--- config.mk ---
export PLATFORM = sky130hd
export DESIGN_NAME = spu_ls_loader_flat
export DESIGN_NICKNAME = d
export VERILOG_FILES = /design/src/rtl/spu_ls_loader_pkg.sv /design/src/rtl/spu_ls_loader_if.sv /design/src/rtl/spu_ls_loader.sv /design/src/flat_wrapper.sv
export SDC_FILE = /design/constraint.sdc
export NUM_CORES = 1
export LEC_CHECK = 0
export BUFFER_PORTS_ARGS = -buffer_cell sky130_fd_sc_hd__buf_2
export CORE_MARGIN = 5
export CORE_UTILIZATION = 30
export DETAILED_ROUTE_END_ITERATION = 6
export PLACE_DENSITY_LB_ADDON = 0.25
export SETUP_SLACK_MARGIN = 0.1
export SLEW_MARGIN = 40
export SYNTH_ARGS = -nofsm -noshare
export SYNTH_HDL_FRONTEND = slang
export SYNTH_SLANG_ARGS = --single-unit
--- constraint.sdc ---
create_clock -name clk -period 2.4 [get_ports clk]
set_input_delay 0.24 -clock clk [delete_from_list [all_inputs] [get_ports clk]]
set_output_delay 0.24 -clock clk [all_outputs]
set_load 0.05 [all_outputs]
--- src/rtl/spu_ls_loader_pkg.sv ---
// Shared types and constants for the SPU local-store program loader.
package spu_ls_loader_pkg;

  // Loader sequencing: accept words, flush a quadword, hold the core in
  // reset for a few cycles, then let it run. ERR is terminal until reset.
  typedef enum logic [2:0] {
    LD_LOAD  = 3'd0,
    LD_WRITE = 3'd1,
    LD_HOLD  = 3'd2,
    LD_RUN   = 3'd3,
    LD_ERR   = 3'd4
  } ld_state_e;

  localparam int QW_BYTES     = 16;
  localparam int WORDS_PER_QW = 4;
  localparam int WORD_W       = 32;
  localparam int QW_W         = 128;

  // Insert a 32-bit word into slot 'slot' of a quadword. Slots are counted
  // big-endian: slot 0 is the most significant word, which is the first
  // instruction the SPU fetches from the quadword.
  function automatic logic [QW_W-1:0] put_slot(
    input logic [QW_W-1:0]   qw,
    input logic [1:0]        slot,
    input logic [WORD_W-1:0] word
  );
    logic [QW_W-1:0] r;
    int              lsb;
    r   = qw;
    lsb = (WORDS_PER_QW - 1 - int'(slot)) * WORD_W;
    r[lsb +: WORD_W] = word;
    return r;
  endfunction

endpackage

--- src/rtl/spu_ls_loader_if.sv ---
// Host word stream plus local-store write port and core control of the loader.
//
// Handshake: a host word (host_data, host_last) transfers on every rising
// clock edge where host_valid and host_ready are both high. The host must
// hold host_data/host_last stable while host_valid is high and host_ready is
// low; host_ready never depends combinationally on host_valid. ls_wr_en is a
// one-cycle strobe with no back-pressure: ls_addr/ls_data_wr are valid only
// in the cycle it is high.
interface spu_ls_loader_if;
  import spu_ls_loader_pkg::*;

  logic              host_valid;
  logic [WORD_W-1:0] host_data;
  logic              host_last;
  logic              host_ready;
  logic [31:0]       ls_addr;
  logic [QW_W-1:0]   ls_data_wr;
  logic              ls_wr_en;
  logic              core_rst;
  logic              ld_done;
  logic              ld_err;

  // Loader side.
  modport slave (
    input  host_valid, host_data, host_last,
    output host_ready, ls_addr, ls_data_wr, ls_wr_en, core_rst, ld_done, ld_err
  );

  // Host / environment side.
  modport master (
    output host_valid, host_data, host_last,
    input  host_ready, ls_addr, ls_data_wr, ls_wr_en, core_rst, ld_done, ld_err
  );
endinterface

--- src/rtl/spu_ls_loader.sv ---
// Program loader: packs host instruction words into quadwords, writes them
// to local store from BASE_ADDR upward, then releases the SPU core reset.
module spu_ls_loader
  import spu_ls_loader_pkg::*;
#(
  parameter int LS_SIZE_BYTES = 32768,
  parameter int BASE_ADDR     = 0,
  parameter int CORE_RST_HOLD = 4
) (
  input  logic           clk,
  input  logic           rst,        // asynchronous, active low
  spu_ls_loader_if.slave bus,
  output ld_state_e      dbg_state
);

  localparam logic [31:0] LS_LIMIT  = 32'(LS_SIZE_BYTES);
  localparam logic [31:0] ADDR_INIT = 32'(BASE_ADDR);
  localparam logic [31:0] ADDR_STEP = 32'(QW_BYTES);
  localparam logic [3:0]  HOLD_INIT = 4'(CORE_RST_HOLD);
  localparam logic [1:0]  LAST_SLOT = 2'(WORDS_PER_QW - 1);

  ld_state_e       state_q, state_d;
  logic [1:0]      wcnt_q, wcnt_d;
  logic [QW_W-1:0] pack_q, pack_d;
  logic [31:0]     addr_q, addr_d;
  logic [3:0]      hold_q, hold_d;
  // Remembers that the group being packed holds the program's last word.
  logic            last_q, last_d;
  // Registered so host_ready is low while reset is asserted and during the
  // first cycle after release, and never combinational on host inputs.
  logic            ready_q, ready_d;

  logic            accept;

  assign accept = bus.host_valid & ready_q;

  // State and datapath registers; reset restores the idle loader.
  always_ff @(posedge clk or negedge rst) begin
    if (!rst) begin
      state_q <= LD_LOAD;
      wcnt_q  <= '0;
      pack_q  <= '0;
      addr_q  <= ADDR_INIT;
      hold_q  <= '0;
      last_q  <= 1'b0;
      ready_q <= 1'b0;
    end else begin
      state_q <= state_d;
      wcnt_q  <= wcnt_d;
      pack_q  <= pack_d;
      addr_q  <= addr_d;
      hold_q  <= hold_d;
      last_q  <= last_d;
      ready_q <= ready_d;
    end
  end

  // Next-state and datapath updates for the load / write / hold sequence.
  always_comb begin
    state_d = state_q;
    wcnt_d  = wcnt_q;
    pack_d  = pack_q;
    addr_d  = addr_q;
    hold_d  = hold_q;
    last_d  = last_q;

    case (state_q)
      LD_LOAD: begin
        if (accept) begin
          // The quadword this word would land in starts beyond the store:
          // the program does not fit, so stop without writing anything more.
          // A group ending exactly at LS_SIZE_BYTES starts below the limit.
          if (addr_q >= LS_LIMIT) begin
            state_d = LD_ERR;
          end else begin
            pack_d = put_slot(pack_q, wcnt_q, bus.host_data);
            wcnt_d = wcnt_q + 2'd1;
            last_d = bus.host_last;
            if (wcnt_q == LAST_SLOT || bus.host_last) begin
              state_d = LD_WRITE;
            end
          end
        end
      end

      LD_WRITE: begin
        // Strobe happens this cycle; unfilled slots were never written and
        // stay zero, which the SPU decodes as stop.
        pack_d = '0;
        wcnt_d = '0;
        last_d = 1'b0;
        addr_d = addr_q + ADDR_STEP;
        if (last_q) begin
          state_d = LD_HOLD;
          hold_d  = HOLD_INIT;
        end else begin
          state_d = LD_LOAD;
        end
      end

      LD_HOLD: begin
        // Core reset stays asserted for HOLD_INIT cycles after the final write.
        hold_d = hold_q - 4'd1;
        if (hold_q <= 4'd1) begin
          state_d = LD_RUN;
          hold_d  = '0;
        end
      end

      LD_RUN: state_d = LD_RUN;

      LD_ERR: state_d = LD_ERR;

      default: state_d = LD_ERR;
    endcase

    ready_d = (state_d == LD_LOAD);
  end

  // Outputs are decoded from registered state only.
  always_comb begin
    bus.host_ready = ready_q;
    bus.ls_addr    = addr_q;
    bus.ls_wr_en   = (state_q == LD_WRITE);
    bus.ls_data_wr = (state_q == LD_WRITE) ? pack_q : '0;
    bus.core_rst   = (state_q != LD_RUN);
    bus.ld_done    = (state_q == LD_RUN);
    bus.ld_err     = (state_q == LD_ERR);
    dbg_state      = state_q;
  end

endmodule

--- src/flat_wrapper.sv ---
// flat-port wrapper written by rule: the top's interface ports become plain ports
module spu_ls_loader_flat import spu_ls_loader_pkg::*;
#(
  parameter int LS_SIZE_BYTES = 32768,
  parameter int BASE_ADDR     = 0,
  parameter int CORE_RST_HOLD = 4
)
  (clk, rst, dbg_state, bus_host_valid, bus_host_data, bus_host_last, bus_host_ready, bus_ls_addr, bus_ls_data_wr, bus_ls_wr_en, bus_core_rst, bus_ld_done, bus_ld_err);
  spu_ls_loader_if bus_i ();
  input  logic clk;
  input  logic rst;
  output ld_state_e dbg_state;
  input wire logic [$bits(bus_i.host_valid)-1:0] bus_host_valid;
  input wire logic [$bits(bus_i.host_data)-1:0] bus_host_data;
  input wire logic [$bits(bus_i.host_last)-1:0] bus_host_last;
  output wire logic [$bits(bus_i.host_ready)-1:0] bus_host_ready;
  output wire logic [$bits(bus_i.ls_addr)-1:0] bus_ls_addr;
  output wire logic [$bits(bus_i.ls_data_wr)-1:0] bus_ls_data_wr;
  output wire logic [$bits(bus_i.ls_wr_en)-1:0] bus_ls_wr_en;
  output wire logic [$bits(bus_i.core_rst)-1:0] bus_core_rst;
  output wire logic [$bits(bus_i.ld_done)-1:0] bus_ld_done;
  output wire logic [$bits(bus_i.ld_err)-1:0] bus_ld_err;
  assign bus_i.host_valid = bus_host_valid;
  assign bus_i.host_data = bus_host_data;
  assign bus_i.host_last = bus_host_last;
  assign bus_host_ready = bus_i.host_ready;
  assign bus_ls_addr = bus_i.ls_addr;
  assign bus_ls_data_wr = bus_i.ls_data_wr;
  assign bus_ls_wr_en = bus_i.ls_wr_en;
  assign bus_core_rst = bus_i.core_rst;
  assign bus_ld_done = bus_i.ld_done;
  assign bus_ld_err = bus_i.ld_err;
  spu_ls_loader #(.LS_SIZE_BYTES(LS_SIZE_BYTES), .BASE_ADDR(BASE_ADDR), .CORE_RST_HOLD(CORE_RST_HOLD)) u_core (.clk(clk), .rst(rst), .bus(bus_i), .dbg_state(dbg_state));
endmodule
## After elaboration in Yosys (flattened, before gate mapping)

Index checks and enable logic that the tools add are counted.

- Flip-flop bits (word level): 171
- Input bits: 36
- Output and inout bits: 168

- $add $sub $neg: 5
- Magnitude comparators: 2
- Equal/unequal tests: 9
- Shift operators: 2
- Multiplexer cells: 20
- Bitwise operators: 1
- Reduce and logical (&&, ||, !) cells: 7

Operators by type and width:

| kind | number |
|---|---|
| $mux W128 | 3 |
| $pmux W128 S2 | 1 |
| $bwmux W128 | 1 |
| $shift A32 B33 Y128 const A | 1 |
| $shiftx A32 B33 Y128 | 1 |
| $neg A32 Y33 | 1 |
| $add A32 B5 Y32 const B | 1 |
| $ge A32 B16 Y1 const B | 1 |
| $mux W3 | 4 |
| $pmux W3 S4 | 1 |
| $mux W4 | 2 |
| $pmux W4 S2 | 1 |
| $eq A3 B2 Y1 const B | 2 |
| $logic_not A3 Y1 | 2 |
| $mux W2 | 3 |
| $le A4 B1 Y1 const B | 1 |
| $ne A2 B1 Y1 const B | 2 |
| $pmux W2 S2 | 1 |
| $reduce_bool A2 Y1 | 2 |
| $sub A4 B1 Y4 const B | 1 |
| $eq A3 B1 Y1 const B | 1 |
| $eq A3 B3 Y1 const B | 1 |
| $ne A3 B2 Y1 const B | 1 |
| $reduce_and A3 Y1 | 1 |
| other kinds (9) | 10 |

## Logic depth before layout (Yosys ltp)

- Word-level depth: 7
- Gate-level depth with buffers: 8
- Gate-level depth less buffers: 6

## Least setup slack after synthesis

No wires, ideal clock.

- Path type: register to output
- Start: register u_core.state_q[0], in the netlist u_core.dbg_state[0]
- End: output bus_ls_data_wr[124]
- Arrival: 2.489 ns
- Required time: 2.160 ns
- Setup slack: -0.329 ns
- Cell stages (with the launch flop): 8
- Buffers on the path: 4
- Cell sequence: dfrtp_1 > buf_4 > or3b_1 > buf_4 > inv_2 > clkbuf_1 > buf_2 > and2_1

- Longest elaborated chain between the ends: 2

RTL lines:

| item | RTL line | RTL |
|---|---|---|
| from (decl) | spu_ls_loader.sv:22 | `ld_state_e state_q, state_d;` |
| from (signal assigned) | spu_ls_loader.sv:48 | `state_q <= state_d;` |
| $eq A3 B1 Y1 | -- |  |
| via bus_ls_wr_en | flat_wrapper.sv:19 | `output wire logic [$bits(bus_i.ls_wr_en)-1:0] bus_ls_wr_en;` |
| $mux W128 | spu_ls_loader.sv:125 | `bus.ls_data_wr = (state_q == LD_WRITE) ? pack_q : '0;` |
| to (decl) | flat_wrapper.sv:18 | `output wire logic [$bits(bus_i.ls_data_wr)-1:0] bus_ls_data_wr;` |

The timed path passes the listed nets, and every way through them passes these cells.

## Worst setup path after layout

- Start: register u_core.state_q[1], in the netlist u_core.dbg_state[1]
- End: output bus_ls_data_wr[24]

- Longest elaborated chain between the ends: 2

RTL lines:

| item | RTL line |
|---|---|
| $eq A3 B1 Y1 | spu_ls_loader.sv:125 |
| $mux W128 | spu_ls_loader.sv:125 |

Every way passes these cells.

==> impl_metrics.csv <==
group,metric,value,unit
layout,synthToLayoutAreaGrowth,38.5,%
floorplanning,core-area,27000,sq um
sta,fin_skew,0.0217,ns
critical_path,worst_ep_arrival_time,2.00,ns
synth,synth_area,8210,sq um
synth,yosysUniqueCellTypes,47,
critical_path,critPathCaptureType,"output port",
sta,drv_slew,0,
critical_path,cp_top_family,"simple AND/OR/NAND/NOR gates",
routing,viasPerCell,4.99,
layout,diodes,0,
power,powerDensity,828,nW/um^2
floorplanning,io_pins,204,
sta,hold_viol_final,0,
power,ir_drop,656,uV
routing,drt-initial-drc-count,526,
place,gp_congestion,0.754,
critical_path,worst_setup_path_start_kind,"flop",
layout,fin_util,42.2,%
sta,fin_setup_tns,0,ns
routing,final_antenna_net_count,0,
sta,fmax,447,MHz
synth,yosys_warnings,0,
clocking,cts-root-buf,"clkbuf_16",
sta,rsz0062_at_grt,"true",
synth,synth_top_area_cell,"dfrtp_1",
floorplanning,die_y,175,um
layout,fillers,2606,
critical_path,crit_buf_inv,4,
sta,timing.hold.ws,0.0746,ns
power,p_int,5.70,mW
sta,setup_viol,0,
floorplanning,row_count,60,
run,maxCapViolCount,0,
critical_path,crit_required,2.16,ns
floorplanning,start_util,30.4,%
routing,wl_per_cell,19.3,um
synth,ys_seq_area_share,50.9,%
power,switching_share,39.4,%
global_route,grt_util_all_layers,16.6,%
floorplanning,die_x,175,um
synth,synth_area_per_cell,10.5,sq um
power,clkPwrFrac,29.9,%
synth,yosysMostFrequentCell,"dfrtp_1",
layout,layout.cells.non_filler,1338,
sta,finalCritPeriodShare,93.2,%
clocking,cts_tree,"yes",
routing,drc_errors,0,
synth,synth-main-ff-cell,"dfrtp_1",
clocking,insertion_delay,0.43,ns
synth,synth_edf_count,0,
critical_path,crit_slowest_cell,"or3b_4",
global_route,grt_start_max_net_pins,73,
power,p_sw,3.71,mW
clocking,cts-buffers-inserted,17,
place,place_hpwl,16200,um
clocking,cts.path.max_buffers,2,
sta,final.min_clock_period,2.24,ns
critical_path,crit_chain,"or3b_4 > clkinv_8 > buf_12 > buf_16 > and2_4 > buf_6",
critical_path,worstSetupPathType,"flop to output port",
routing,wl,25900,um
layout,nets,1029,
power,p_seq_share,36.5,%
routing,vias,6682,
synth,synthArstFlopShare,100,%
synth,synth_top_cell_area_share,50.9,%
sta,relSlewSlack,60.0,%
hold_path,worst_hold_path_type,"input port to flop",
routing,firstDrtPassIters,4,
global_route,grt_pass1_vias,6844,
global_route,antenna_found_initial,0,
critical_path,cp_max_fo,6,
run_status,status,"finished clean",
synth,ys_top_cells_by_count,"dfrtp_1, nand2_1, and2_1",
place,dp.cells,1293,
clocking,htree_levels,4,
power,p_total,9.42,mW
power,p_leak,5.40,nW
global_route,grt_pass1_wl,40700,um
place,port_buffers,199,
sta,worst_pin_slew,0.600,ns
critical_path,cp_slowest_stage_delay,0.45,ns
synth,synth_area_leaders,"dfrtp_1, and2_1, a32o_1, mux2i_1, nand2_1",
layout,drive_above_1_share,42.2,%
synth,synth_cells,783,
clocking,cts.sinks,167,
global_route,grt_overflow,0,
clocking,clk_pin_slew_worst_paths,0.07,ns
floorplanning,die-area,30800,sq um
synth,synth-seq-cells,167,
power,combinationalPowerShare,33.6,%
[power groups by stage]
stage	sequential [mW]	combinational, mW	clock, mW
2_1_floorplan	3.64	1.73	0
3_3_place_gp	3.51	2.76	0
3_5_place_dp	3.52	2.80	0
4_1_cts	3.44	3.11	2.89
5_1_grt	3.49	3.49	3.01
6_report	3.44	3.17	2.81
[cell usage in the layout, fill, tap and decap left out, types with 19 or more instances in the layout]
| cell | count |
|---|---|
| buf_2 | 70 |
| nand2_1 | 150 |
| buf_6 | 36 |
| buf_4 | 107 |
| mux2i_1 | 64 |
| and2_4 | 72 |
| dfrtp_1 | 165 |
| and2_2 | 51 |
| clkbuf_16 | 19 |
| a32o_1 | 64 |
[kinds of logic after synthesis]
| logic type | after synthesis | synth area share, % |
|---|---|---|
| other cells | 1 | 0.0457 |
| flops | 167 | 50.9 |
| compound gates | 84 | 9.29 |
| simple gates | 355 | 23.2 |
| fa+ha+maj | 9 | 1.37 |
| xor+xnor | 27 | 2.88 |
| buf+inv | 76 | 4.45 |
| mux | 64 | 7.81 |
[per-layer routing]
metal / routed length, um / share of wire (%) / GRT usage (%)
met1: 12100 / 47 / 22.7
met2: 12400 / 48 / 27.3
met3: 1140 / 4.4 / 3.44
met4: 185 / 0.72 / 3.47
met5: 0 / 0 / 0
[cell type report]
class,instances,area (sq um),share of cell area (%)
repair inverters,1,6.26,0.0550
clock inverters,14,159,1.40
flip-flops and latches,167,4180,36.8
clock buffers,18,439,3.86
inverters,14,65.1,0.573
repair buffers,240,2110,18.6
well taps,341,427,3.75
multi-input cells,543,3980,35.0
[stage by stage]
step,setup slack (ns),cell area (sq um)
final,0.163,11400
after global placement,0.197,10000
after global routing,0.0830,11400
after CTS,0.0617,11300
after detailed placement,0.204,10000
after floorplan,0.0449,8480
[path summary, 6_finish.rpt]
| path | cells after the start | end | slack, ns | startpoint |
|---|---|---|---|---|
| hold / removal | 2 | u_core.pack_q[52]$_DFFE_PN0P_ | 0.07 | bus_host_data[20] |
| setup / recovery | 6 | bus_ls_data_wr[24] | 0.16 | u_core.dbg_state[1]$_DFF_PN0_ |
| min in group asynchronous | 2 | u_core.pack_q[17]$_DFFE_PN0P_ | 0.37 | rst |
| max in group asynchronous | 3 | u_core.dbg_state[1]$_DFF_PN0_ | 1.28 | rst |
| setup reg to reg | 5 | u_core.bus.ls_addr[29]$_DFFE_PN0P_ | 0.21 | u_core.dbg_state[1]$_DFF_PN0_ |
| hold reg to reg | 1 | u_core.bus.ls_addr[31]$_DFFE_PN0P_ | 0.51 | u_core.bus.ls_addr[31]$_DFFE_PN0P_ |
[timing repair]
item	CTS	global route
hold endpoints to repair	53	0
hold buffers	1	0
gates resized for setup	167	11
pin swaps	1	1
endpoints found under the setup margin	129	173
gates cloned	4	3
buffers inserted	5	0
[sequential cells by signal, summed over array words and instances, names as in the netlist]
signal	flops
u_core.bus.host_ready	1
u_core.bus.ls_addr	28
u_core.dbg_state	3
u_core.hold_q	4
u_core.last_q	1
u_core.pack_q	128
u_core.wcnt_q	2
Power figures use the tool's default switching activity.
